[config.mk]
export PLATFORM = sky130hd
export DESIGN_NAME = imem_load_controller
export DESIGN_NICKNAME = d
export VERILOG_FILES = /design/src/rtl/imem_load_controller.sv
export SDC_FILE = /design/constraint.sdc
export NUM_CORES = 1
export LEC_CHECK = 0
export ABC_AREA = 1
export BUFFER_PORTS_ARGS = -buffer_cell sky130_fd_sc_hd__buf_2
export CORE_ASPECT_RATIO = 0.5
export CORE_MARGIN = 3
export CORE_UTILIZATION = 50
export DETAILED_ROUTE_END_ITERATION = 10
export PLACE_DENSITY = 0.95
export SKIP_CTS_REPAIR_TIMING = 1
export SYNTH_ARGS = -nofsm -noshare
export SYNTH_HDL_FRONTEND = slang
export SYNTH_SLANG_ARGS = --single-unit
[constraint.sdc]
create_clock -name clk -period 3.31 [get_ports clk]
set_input_delay 0.662 -clock clk [delete_from_list [all_inputs] [get_ports clk]]
set_output_delay 0.662 -clock clk [all_outputs]
set_load 0.02 [all_outputs]
[src/rtl/imem_load_controller.sv]
// Arbitrates the instruction memory port between CPU fetch (RUN) and a byte-serial
// program loader that packs 4 big-endian bytes per word and writes words sequentially.
module imem_load_controller #(
  parameter int DEPTH = 65,
  parameter int LEN_W = 7
) (
  input  logic             clk,
  input  logic             reset,
  input  logic [31:0]      pc_in,
  input  logic             load_start,
  input  logic [LEN_W-1:0] load_len,
  input  logic             byte_valid,
  input  logic [7:0]       byte_data,
  output logic             byte_ready,
  output logic [31:0]      mem_addr,
  output logic [31:0]      mem_wd,
  output logic             mem_we,
  output logic             cpu_stall,
  output logic             load_done,
  output logic             load_clip,
  output logic [1:0]       dbg_state
);

  // Loader handshake: a byte transfers on any rising edge where byte_valid && byte_ready;
  // byte_ready depends only on state, and the loader holds byte_data until it transfers.

  typedef enum logic [1:0] {RUN, LOAD, WRITE, DONE} state_t;

  localparam logic [LEN_W-1:0] DEPTH_W = LEN_W'(DEPTH);

  state_t           state, state_next;
  logic [LEN_W-1:0] ptr;
  logic [LEN_W-1:0] len;
  logic [1:0]       byte_cnt;
  logic [31:0]      wd_q;
  logic             clip_q;
  logic             last_word;
  logic             unused_pc_bits;

  assign last_word      = (ptr + LEN_W'(1)) == len;
  assign unused_pc_bits = ^pc_in[1:0];

  always_ff @(posedge clk or posedge reset) begin
    if (reset) state <= RUN;
    else       state <= state_next;
  end

  always_ff @(posedge clk or posedge reset) begin
    if (reset) begin
      ptr      <= '0;
      len      <= '0;
      byte_cnt <= '0;
      wd_q     <= '0;
      clip_q   <= 1'b0;
    end else begin
      case (state)
        RUN: begin
          if (load_start) begin
            len      <= (load_len > DEPTH_W) ? DEPTH_W : load_len;
            clip_q   <= load_len > DEPTH_W;
            ptr      <= '0;
            byte_cnt <= '0;
          end
        end
        LOAD: begin
          if (byte_valid) begin
            wd_q     <= {wd_q[23:0], byte_data};
            byte_cnt <= byte_cnt + 2'd1;
          end
        end
        WRITE: begin
          byte_cnt <= '0;
          // Pointer stays on the last written word so it never reaches DEPTH.
          if (!last_word) ptr <= ptr + LEN_W'(1);
        end
        default: ;
      endcase
    end
  end

  always_comb begin
    state_next = state;
    byte_ready = 1'b0;
    mem_we     = 1'b0;
    cpu_stall  = 1'b1;
    load_done  = 1'b0;
    case (state)
      RUN: begin
        cpu_stall = 1'b0;
        if (load_start) state_next = (load_len == '0) ? DONE : LOAD;
      end
      LOAD: begin
        byte_ready = 1'b1;
        if (byte_valid && (byte_cnt == 2'd3)) state_next = WRITE;
      end
      WRITE: begin
        mem_we     = 1'b1;
        state_next = last_word ? DONE : LOAD;
      end
      DONE: begin
        load_done  = 1'b1;
        state_next = RUN;
      end
      default: state_next = RUN;
    endcase
  end

  assign mem_addr  = (state == RUN) ? {2'b00, pc_in[31:2]} : {{(32-LEN_W){1'b0}}, ptr};
  assign mem_wd    = wd_q;
  assign load_clip = clip_q;
  assign dbg_state = state;

endmodule

# After elaboration in Yosys (flattened, before gate mapping)
# Cells that the tools add are included.
[word_totals] out_inout_bits=71 ff_bits=51 elab_cells=45
[op_classes] n_lt_le_gt_ge=1 n_addsub=2 n_mux=17 eq_ne=9 reduce_logical=10
[ops] op="$mux 30" count=1
[ops] op="$mux 7" count=3
[ops] op="$pmux 7 s2" count=1
[ops] op="$mux 2" count=6
[ops] op="$ne 2x2->1 const B" count=4
[ops] op="$pmux 2 s4" count=1
[ops] op="$add 7x1->7 const B" count=1
[ops] op="$eq 7x7->1" count=1
[ops] op="$gt 7x7->1 const B" count=1
[ops] op="$logic_not 7->1" count=1
[ops] op="$eq 2x2->1 const B" count=3
[ops] op="$pmux 2 s3" count=1
[ops] op="$reduce_and 2->1" count=3
[ops] op="$reduce_and 3->1" count=2
[ops] op="$mux 1" count=4
[ops] op="$reduce_bool 3->1" count=1
[ops] op="$add 2x1->2 const B" count=1
[ops] op="$eq 2x1->1 const B" count=1
[ops] op="$logic_not 2->1" count=1
[ops] op="$reduce_bool 2->1" count=1
[ops] op="$logic_and 1x1->1" count=1

# Longest topological paths before layout
# Gate-level depths: netlist (run 1).
[logic_depth] word_depth=4 ltp_mapped=14

# Worst setup path after synthesis (run 1)
# OpenSTA, ideal clock, no wires.
[synth_timing] kind="flip-flop to output port" from="register state[1] (netlist: dbg_state[1])" to="output port mem_addr[20]" path_stages_with_launch=5 required_ns=2.648 t_arrival_ns=1.396 setup_slack_ns=1.252 cell_sequence="dfrtp_1 > nor2_4 > inv_2 > buf_1 > nor2_1"
[synth_between] elab_chain_cells=2
[synth_lines] element="from (decl)" line="31" text="state_t state, state_next;"
[synth_lines] element="from (signal assigned)" line="45" text="else state <= state_next;"
[synth_lines] element="$logic_not 2->1" line="108" text="assign mem_addr = (state == RUN) ? {2'b00, pc_in[31:2]} : {{(32-LEN_W){1'b0}}, ptr};"
[synth_lines] element="$mux 30" line="108"
[synth_lines] element="to (decl)" line="15" text="output logic [31:0] mem_addr,"
# Every way passes these cells.

# Final worst setup path (run 1)
[layout_timing] from="register state[1] (netlist: dbg_state[1])" to="output port mem_addr[21]"
# The elaborated chain is that of the path after synthesis.

==> results of run 1 <==
==> cells in the mapped netlist, types with 3 or more instances <==
cell type  instances  share of area
o21ai_0           37          0.071
nor2_4             3          0.013
a21oi_1            3         0.0058
inv_2              4         0.0058
inv_1             60          0.087
nand2_1           92           0.13
dfrtp_1           51           0.49
clkbuf_1           4         0.0058
nor2_2             4         0.0096
nand3_1           21          0.040
o21ai_1            4         0.0077
nor2_1            37          0.053
buf_2              4         0.0077
nand2_2            3         0.0072
==> layout make-up <==
| type | count | share of cell area |
|---|---|---|
| clock inverters | 3 | 0.006818 |
| clock buffers | 5 | 0.02083 |
| well taps | 66 | 0.02500 |
| inverters | 64 | 0.07273 |
| multi-input cells | 220 | 0.3110 |
| flip-flops and latches | 51 | 0.3864 |
| repair buffers | 117 | 0.1773 |
==> flip-flops by register name, indices dropped and copies added (netlist names) <==
register   count
byte_cnt       2
dbg_state      2
len            7
load_clip      1
mem_wd        32
ptr            7
==> through the flow <==
stage                       util  power [W]  instance area (sq um)  setup WS, ns
after floorplan                -   0.002033                   2601         1.252
after global placement    0.6833   0.002445                   3212         1.301
after detailed placement  0.6833   0.002497                   3212         1.236
after CTS                 0.7027   0.002859                   3303        0.8868
after global routing      0.7027   0.003062                   3303        0.7782
final                     0.7027   0.002838                   3303        0.9101
==> power groups by stage <==
stage          sequential, W  clock [W]  combinational, W
2_1_floorplan        0.00124          0          0.000792
3_3_place_gp         0.00102          0           0.00143
3_5_place_dp         0.00103          0           0.00146
4_1_cts              0.00102   0.000367           0.00147
5_1_grt              0.00106   0.000400           0.00161
6_report             0.00102   0.000361           0.00145
==> metal layers <==
metal	vias to the layer above	wire [um]	GRT usage
met1	1118	2557	0.2339
met4	0	73	0.05396
met2	81	2965	0.3516
li1	1277	-	-
met3	9	323	0.04068
met5	-	0	0
==> worst max path at each step <==
| stage | startpoint | end | slack (ns) | depth (start not counted) |
|---|---|---|---|---|
| final | dbg_state[1] | mem_addr[21] | 0.91 | 4 |
| after global routing | dbg_state[1] | mem_addr[28] | 0.78 | 4 |
| after CTS | dbg_state[1] | mem_addr[21] | 0.89 | 4 |
| after detailed placement | dbg_state[1] | mem_addr[21] | 1.24 | 4 |
| after global placement | dbg_state[1] | mem_addr[10] | 1.30 | 4 |
| after floorplan | dbg_state[1] | mem_addr[20] | 1.25 | 4 |
==> worst register-to-register path, cell delays in order, from the launching register on <==
cell and delay (ns):
dfrtp_1 0.47, nor2_4 0.32, inv_2 0.27, nor2_4 0.24, inv_2 0.15, a21oi_2 0.22
inv_1 0.09, o22a_1 0.15
==> kinds of logic (layout without fill, tap and decap cells) <==
family                     count (synthesis)  count (layout)  share of synthesized area
AOI/OAI and AO/OA                         50              50                     0.1041
other                                      1               2                   0.001444
adders and majority gates                  2               2                   0.009632
and+or+nand+nor                          165             165                     0.2755
buffers and inverters                     76             189                     0.1146
xor gates and xnor gates                   1               1                   0.003372
DFF                                       51              51                     0.4913
==> layout by cell type (no fill, tap or decap), types with 2 or more instances in the layout <==
master and n:
nand2_2 3, o21ai_0 37, o21ai_1 4, nand2_1 92
nand3_1 21, dfrtp_1 51, nor2_2 4, inv_2 5
nand3_2 2, buf_2 117, a21oi_2 2, inv_1 59
nor2_4 3, nor2_1 37, nand2_4 2, a21oi_1 3
ha_1 2, conb_1 2, clkbuf_8 5
==> impl_metrics.env, run 1 <==
export IMPL_status="finished clean"
export IMPL_ys_ff_latch=51
export IMPL_rrSetupSlack_ns=1.29
export IMPL_rr_startpoint="dbg_state[1]"
export IMPL_switching_power_w=0.001368
export IMPL_clk_insertion_delay_late_ns=0.30
export IMPL_synth_flop_cell="dfrtp_1"
export IMPL_drc_errors=0
export IMPL_fin_nets=512
export IMPL_antennaDiodeCount=0
export IMPL_coreArea_sq_um=4701
export IMPL_drt_initial_drc_count=82
export IMPL_path_clk_slew_ns=0.10
export IMPL_multiInputGateArea_sq_um=1027
export IMPL_power_density_nw_per_um2=859.2
export IMPL_min_from="mem_wd[31]"
export IMPL_grt_max_degree=52
export IMPL_syn_area_per_cell_sq_um=7.507
export IMPL_pin_count=122
export IMPL_ant_nets=0
export IMPL_area_growth_pct=27.17
export IMPL_internal_power_w=0.001470
export IMPL_gp_routability_congestion=0.8433
export IMPL_rows=17
export IMPL_cts_buffers=5
export IMPL_crit_chain="nor2_4 > inv_2 > nor2_1 > buf_2"
export IMPL_drtPass1Iterations=4
export IMPL_hold_end="mem_wd[31]"
export IMPL_synthArstFlopShare=1.000
export IMPL_vdd_ir_drop_max_v=0.0005054
export IMPL_clkPwrFrac=0.127
export IMPL_final_max_slew_violation_count=0
export IMPL_slew_headroom=0.3375
export IMPL_crit_required_ns=2.65
export IMPL_drt_wirelength_per_cell_um=11.25
export IMPL_holdPathStages=2
export IMPL_ys_seq_area_frac=0.4913
export IMPL_fillCellCount=405
export IMPL_seqPwrFrac=0.361
export IMPL_reg2reg_to="len[0]"
export IMPL_synthesis_area_sq_um=2597
export IMPL_finClkSkew_ns=0.006871
export IMPL_place_inst=518
export IMPL_die_y_um=56.97
export IMPL_drt_total_wl_mm=5.920
export IMPL_critPathMaxFanout=27
export IMPL_worstRegToRegCells=7
export IMPL_drv_cap=0
export IMPL_setup_tns_ns=0
export IMPL_grt_pass1_vias=2278
export IMPL_final_cells=526
export IMPL_vias_per_cell=4.724
export IMPL_cpLargestDelayFamily="simple AND/OR/NAND/NOR gates"
export IMPL_fin_crit_ns=2.400
export IMPL_leakage_nw=1.929
export IMPL_grt_pass1_wl_mm=9.611
export IMPL_cts_htree_levels=2
export IMPL_grtUsageTotal=0.1928
export IMPL_synth_warnings=0
export IMPL_cts_sinks=51
export IMPL_worstMarginPinSlew_ns=0.9924
export IMPL_hold_class="flop to flop"
export IMPL_path_buf_inv=2
export IMPL_antenna_found_initial=0
export IMPL_layout_area_seq_sq_um=1276
export IMPL_cts_root_buf="clkbuf_8"
export IMPL_layout_drive_gt1_share=0.3196
export IMPL_synth_edf_count=0
export IMPL_max_freq_mhz=416.7
export IMPL_period_share=0.7250
export IMPL_cts_tree="built"
export IMPL_worst_path_largest_cell_delay_ns=0.47
export IMPL_worst_setup_path_type="flop to output port"
export IMPL_hpwl_mm=4.535
export IMPL_combPwrFrac=0.512
export IMPL_io_buffers=117
export IMPL_rsz0062_at_grt="no"
export IMPL_hold_slack_ns=0.4847
export IMPL_endpoint_kind="output port"
export IMPL_num_vias=2485
export IMPL_cp_arrival_ns=1.74
export IMPL_initial_core_util=0.5526
export IMPL_slowest_stage="dfrtp_1"
export IMPL_ys_types=27
export IMPL_finalSetupViolCount=0
export IMPL_grt_remaining_overflow=0
export IMPL_p_sw_frac=0.4821
export IMPL_hold_viol_final=0
export IMPL_die_area_sq_um=6148
export IMPL_die_x_um=107.9
export IMPL_worst_setup_path_start_kind="flop"
export IMPL_postSynthCellCount=346
export IMPL_cts_max_path_buffers=2
No activity file was read; power rests on OpenSTA's default activity.
==> run 2: changes to the inputs <==
Settings changed: CORE_UTILIZATION 50 to 42, PLACE_DENSITY 0.95 to 0.88.
Clock period 3.31 ns to 2 ns, I/O delays scaled along.
==> run 2 against run 1 <==
Compared with the run above: non-clock buffer count increased by 5; combinational power increased by 74%; setup slack got worse by 0.80 ns; via count decreased by 1.9%; sequential share of layout area decreased by 2.0 points; cell area increased by 5.4%; sequential power increased by 66%; count of clock-buffer cells in the layout increased by 1.
==> impl_metrics.env, run 2 (synthesized netlist as in run 1, its figures left out) <==
export IMPL_vias_per_cell=4.441
export IMPL_die_area_sq_um=7222
export IMPL_power_density_nw_per_um2=1496
export IMPL_drv_cap=0
export IMPL_slowest_stage="dfrtp_1"
export IMPL_finClkSkew_ns=0.001908
export IMPL_area_growth_pct=34.06
export IMPL_path_buf_inv=2
export IMPL_period_share=0.9455
export IMPL_drtPass1Iterations=4
export IMPL_grt_max_degree=52
export IMPL_vdd_ir_drop_max_v=0.0007151
export IMPL_met3_usage=0.03631
export IMPL_fin_nets=517
export IMPL_die_x_um=117.2
export IMPL_num_vias=2438
export IMPL_worst_path_largest_cell_delay_ns=0.47
export IMPL_grt_pass1_wl_mm=9.370
export IMPL_status="finished clean"
export IMPL_coreArea_sq_um=5729
export IMPL_pin_count=122
export IMPL_ant_nets=0
export IMPL_dpl_cell_area_sq_um=3284
export IMPL_place_inst=541
export IMPL_crit_chain="nor2_4 > inv_2 > nand2_1 > nand2_1 > buf_2"
export IMPL_drt_total_wl_mm=6.164
export IMPL_antenna_found_initial=0
export IMPL_final_cell_mix="117 x buf_2, 92 x nand2_1, 59 x inv_1"
export IMPL_cpLargestDelayFamily="buffers and inverters"
export IMPL_leakage_nw=1.996
export IMPL_final_area_sq_um=3482
export IMPL_rows=19
export IMPL_final_cells=549
export IMPL_fin_crit_ns=1.891
export IMPL_cp_arrival_ns=1.49
export IMPL_io_buffers=117
export IMPL_drc_errors=0
export IMPL_final_max_slew_violation_count=0
export IMPL_cts_sinks=51
export IMPL_drt_initial_drc_count=64
export IMPL_path_clk_slew_ns=0.07
export IMPL_power_w=0.005209
export IMPL_critPathMaxFanout=27
export IMPL_fillCellCount=529
export IMPL_finalSetupViolCount=0
export IMPL_grt_use_met2=0.2974
export IMPL_crit_top_cell="nand2_1"
export IMPL_grtUsageMet1=0.2129
export IMPL_cts_tree="built"
export IMPL_cts_max_path_buffers=2
export IMPL_grtUsageTotal=0.1669
export IMPL_worst_setup_path_start_kind="flop"
export IMPL_cts_htree_levels=2
export IMPL_max_freq_mhz=528.8
export IMPL_antennaDiodeCount=0
export IMPL_endpoint_kind="output port"
export IMPL_final_common_cell="buf_2"
export IMPL_die_y_um=61.61
export IMPL_clk_insertion_delay_late_ns=0.28
export IMPL_grt_remaining_overflow=0
export IMPL_grt_busiest_layer="met2"
export IMPL_gp_routability_congestion=0.8717
export IMPL_hold_class="input port to asynchronous set/reset pin"
export IMPL_drt_wirelength_per_cell_um=11.23
export IMPL_worst_setup_path_type="flop to output port"
export IMPL_rsz0062_at_grt="no"
export IMPL_largest_reg_flops=32
export IMPL_cts_root_buf="clkbuf_16"
export IMPL_cts_buffers=5
export IMPL_grt_pass1_vias=2037
export IMPL_layout_drive_gt1_share=0.3312
export IMPL_hold_viol_final=0
export IMPL_hpwl_mm=4.551
export IMPL_setup_tns_ns=0
export IMPL_crit_required_ns=1.60
export IMPL_initial_core_util=0.4534
[run 2: through the flow]
stage                     hold slack (ns)    util  setup WS (ns)
after detailed placement           0.4682  0.5733         0.1810
after CTS                          0.1605  0.6043        0.09518
final                              0.1524  0.6078         0.1090
after global placement             0.4584  0.5733         0.2717
after global routing               0.1623  0.6078       0.003468
after floorplan                    0.4686       -         0.2044
[run 2: layout make-up]
cell class	instances	area, sq um	area share
sequential	51	1276	0.3665
multi-input combinational	220	1047	0.3008
timing repair buffer	122	635.6	0.1825
inverter	64	240.2	0.06899
clock buffer	6	138.9	0.03988
tap	84	105.1	0.03018
clock inverter	2	38.79	0.01114
[run 2: routing by layer]
layer / vias to the layer above / share of wire
li1: 1289 / -
met1: 1063 / 0.44
met2: 77 / 0.49
met3: 9 / 0.056
met4: 0 / 0.012
met5: - / 0
[run 2: final timing paths]
kind / startpoint / to / slack, ns / cells after the start
min reg2reg: mem_wd[29] / mem_wd[29] / 0.48 / 2
max: dbg_state[1] / mem_addr[1] / 0.11 / 5
max in group asynchronous: reset / mem_wd[7] / 1.63 / 3
min in group clk: byte_data[7] / mem_wd[7] / 0.32 / 3
max reg2reg: ptr[1] / ptr[3] / 0.20 / 11
min: reset / len[0] / 0.15 / 3
[run 2: worst reg2reg max path, cell delays in order (launching register included)]
cell and delay (ns):
dfrtp_1 0.45, ha_4 0.33, xnor2_2 0.12, nand2_1 0.08, nor2_2 0.13, nand3_2 0.07
nor2_2 0.11, nand2_2 0.07, nand2_4 0.11, nand2_4 0.09, nand2_1 0.07, nand2_1 0.05
[run 2: power by group]
group | internal (W) | switching (W) | total [W]
clock network | 0.000629 | 0.000373 | 0.00100
registers | 0.00143 | 0.000261 | 0.00169
logic | 0.000827 | 0.00169 | 0.00252
==> run 3: changes to the inputs <==
Settings changed: CORE_ASPECT_RATIO 0.5 to not set.
==> run 3 against run 2 <==
Compared with the run above: clock skew is 0.0029 ns higher; final cell count is 1.8% lower; fmax is 0.99% higher; sequential power hardly changed; cell area is 2.8% lower; critical endpoint is now mem_we; routed wire length is 0.42% lower.
==> impl_metrics.env, run 3 (synthesized netlist as in run 1, its figures left out) <==
export IMPL_status="finished clean"
export IMPL_rsz0062_at_grt="no"
export IMPL_cts_sinks=51
export IMPL_hpwl_mm=4.728
export IMPL_combPwrFrac=0.506
export IMPL_grt_pass1_vias=2443
export IMPL_drt_initial_drc_count=118
export IMPL_worst_setup_path_start_kind="flop"
export IMPL_clkPwrFrac=0.151
export IMPL_grt_max_degree=36
export IMPL_fin_nets=516
export IMPL_worstMarginPinSlew_ns=0.5112
export IMPL_num_vias=2506
export IMPL_path_clk_slew_ns=0.09
export IMPL_die_x_um=84.64
export IMPL_hold_viol_final=0
export IMPL_clk_insertion_delay_late_ns=0.30
export IMPL_io_buffers=117
export IMPL_cts_root_buf="clkbuf_8"
export IMPL_layout_area_seq_sq_um=1276
export IMPL_antennaDiodeCount=0
export IMPL_final_cell_mix="117 x buf_2, 92 x nand2_1, 59 x inv_1"
export IMPL_seqPwrFrac=0.343
export IMPL_pin_count=122
export IMPL_layout_drive_gt1_share=0.3254
export IMPL_cts_buffers=5
export IMPL_drt_total_wl_mm=6.138
export IMPL_endpoint_kind="output port"
export IMPL_drtPass1Iterations=4
export IMPL_power_density_nw_per_um2=1443
export IMPL_die_area_sq_um=7164
export IMPL_fillCellCount=554
export IMPL_hold_class="input port to asynchronous set/reset pin"
export IMPL_cp_arrival_ns=1.47
export IMPL_initial_core_util=0.4361
export IMPL_multiInputGateArea_sq_um=1027
export IMPL_ant_nets=0
export IMPL_grtUsageTotal=0.1794
export IMPL_area_growth_pct=30.35
export IMPL_internal_power_w=0.002626
export IMPL_cts_tree="built"
export IMPL_worst_setup_path_type="flop to output port"
export IMPL_p_sw_frac=0.4627
export IMPL_fin_crit_ns=1.872
export IMPL_setup_tns_ns=0
export IMPL_gp_routability_congestion=0.8793
export IMPL_critPathMaxFanout=8
export IMPL_slew_headroom=0.6587
export IMPL_grt_remaining_overflow=0
export IMPL_grt_pass1_wl_mm=10.67
export IMPL_final_max_slew_violation_count=0
export IMPL_postLayoutCoreUtil=0.5685
export IMPL_rows=28
export IMPL_die_y_um=84.64
export IMPL_crit_required_ns=1.60
export IMPL_period_share=0.9362
export IMPL_cts_htree_levels=2
export IMPL_drt_wirelength_per_cell_um=11.39
export IMPL_largest_reg_flops=32
export IMPL_switching_power_w=0.002261
export IMPL_antenna_found_initial=0
export IMPL_finClkSkew_ns=0.004827
export IMPL_drc_errors=0
export IMPL_vdd_ir_drop_max_v=0.0009273
export IMPL_max_freq_mhz=534.1
export IMPL_cts_max_path_buffers=2
export IMPL_vias_per_cell=4.649
export IMPL_coreArea_sq_um=5956
export IMPL_leakage_nw=1.966
export IMPL_final_common_cell="buf_2"
export IMPL_drv_cap=0
export IMPL_finalSetupViolCount=0
## run 3: layout make-up
class                           count  share of cell area
Clock buffer                        6             0.02439
Multi-Input combinational cell    220              0.3034
Tap cell                           75             0.02772
Timing Repair Buffer              121              0.1855
Clock inverter                      2             0.01035
Inverter                           64             0.07169
Sequential cell                    51              0.3769
## run 3: worst max-delay path, cell delays in order (launching register included)
cell	delay (ns)
dfrtp_1	0.44
inv_1	0.12
nand2_1	0.20
inv_1	0.21
buf_2	0.20
## run 3: worst paths after layout
path	from	endpoint	slack [ns]	cells past startpoint
worst max-delay path	dbg_state[0]	mem_we	0.13	4
worst min-delay path	reset	mem_wd[25]	0.12	2
worst max register to register	ptr[1]	ptr[6]	0.19	11
worst min register to register	mem_wd[31]	mem_wd[31]	0.49	2
max in group asynchronous	reset	mem_wd[20]	1.36	3
min in group clk	byte_data[6]	mem_wd[6]	0.31	3
## run 3: metrics by stage
| step | setup WS, ns | power [W] | hold WS (ns) | area (sq um) | std cells |
|---|---|---|---|---|---|
| finish | 0.1276 | 0.004887 | 0.1167 | 3386 | 539 |
| CTS | 0.07822 | 0.004938 | 0.1267 | 3383 | 539 |
| global route | 0.03049 | 0.005279 | 0.1501 | 3386 | 539 |
| floorplan | 0.2044 | 0.003365 | 0.4686 | 2601 | 347 |
| global placement | 0.2574 | 0.004105 | 0.4509 | 3266 | 531 |
| detailed placement | 0.2172 | 0.004186 | 0.4639 | 3266 | 531 |
## run 3: layer usage
layer | track usage | vias to the layer above | routed length [um]
met2 | 0.3167 | 97 | 2910
met5 | 0 | - | 0
met3 | 0.05103 | 7 | 598
met1 | 0.2172 | 1119 | 2582
li1 | - | 1283 | -
met4 | 0.04029 | 0 | 47
## run 3: power by group through the flow
stage	sequential (W)	clock, W	combinational (W)
final	0.00168	0.000738	0.00247
after detailed placement	0.00169	0	0.00250
after floorplan	0.00205	0	0.00131
after global placement	0.00168	0	0.00243
after global routing	0.00174	0.000801	0.00274
after CTS	0.00168	0.000761	0.00250
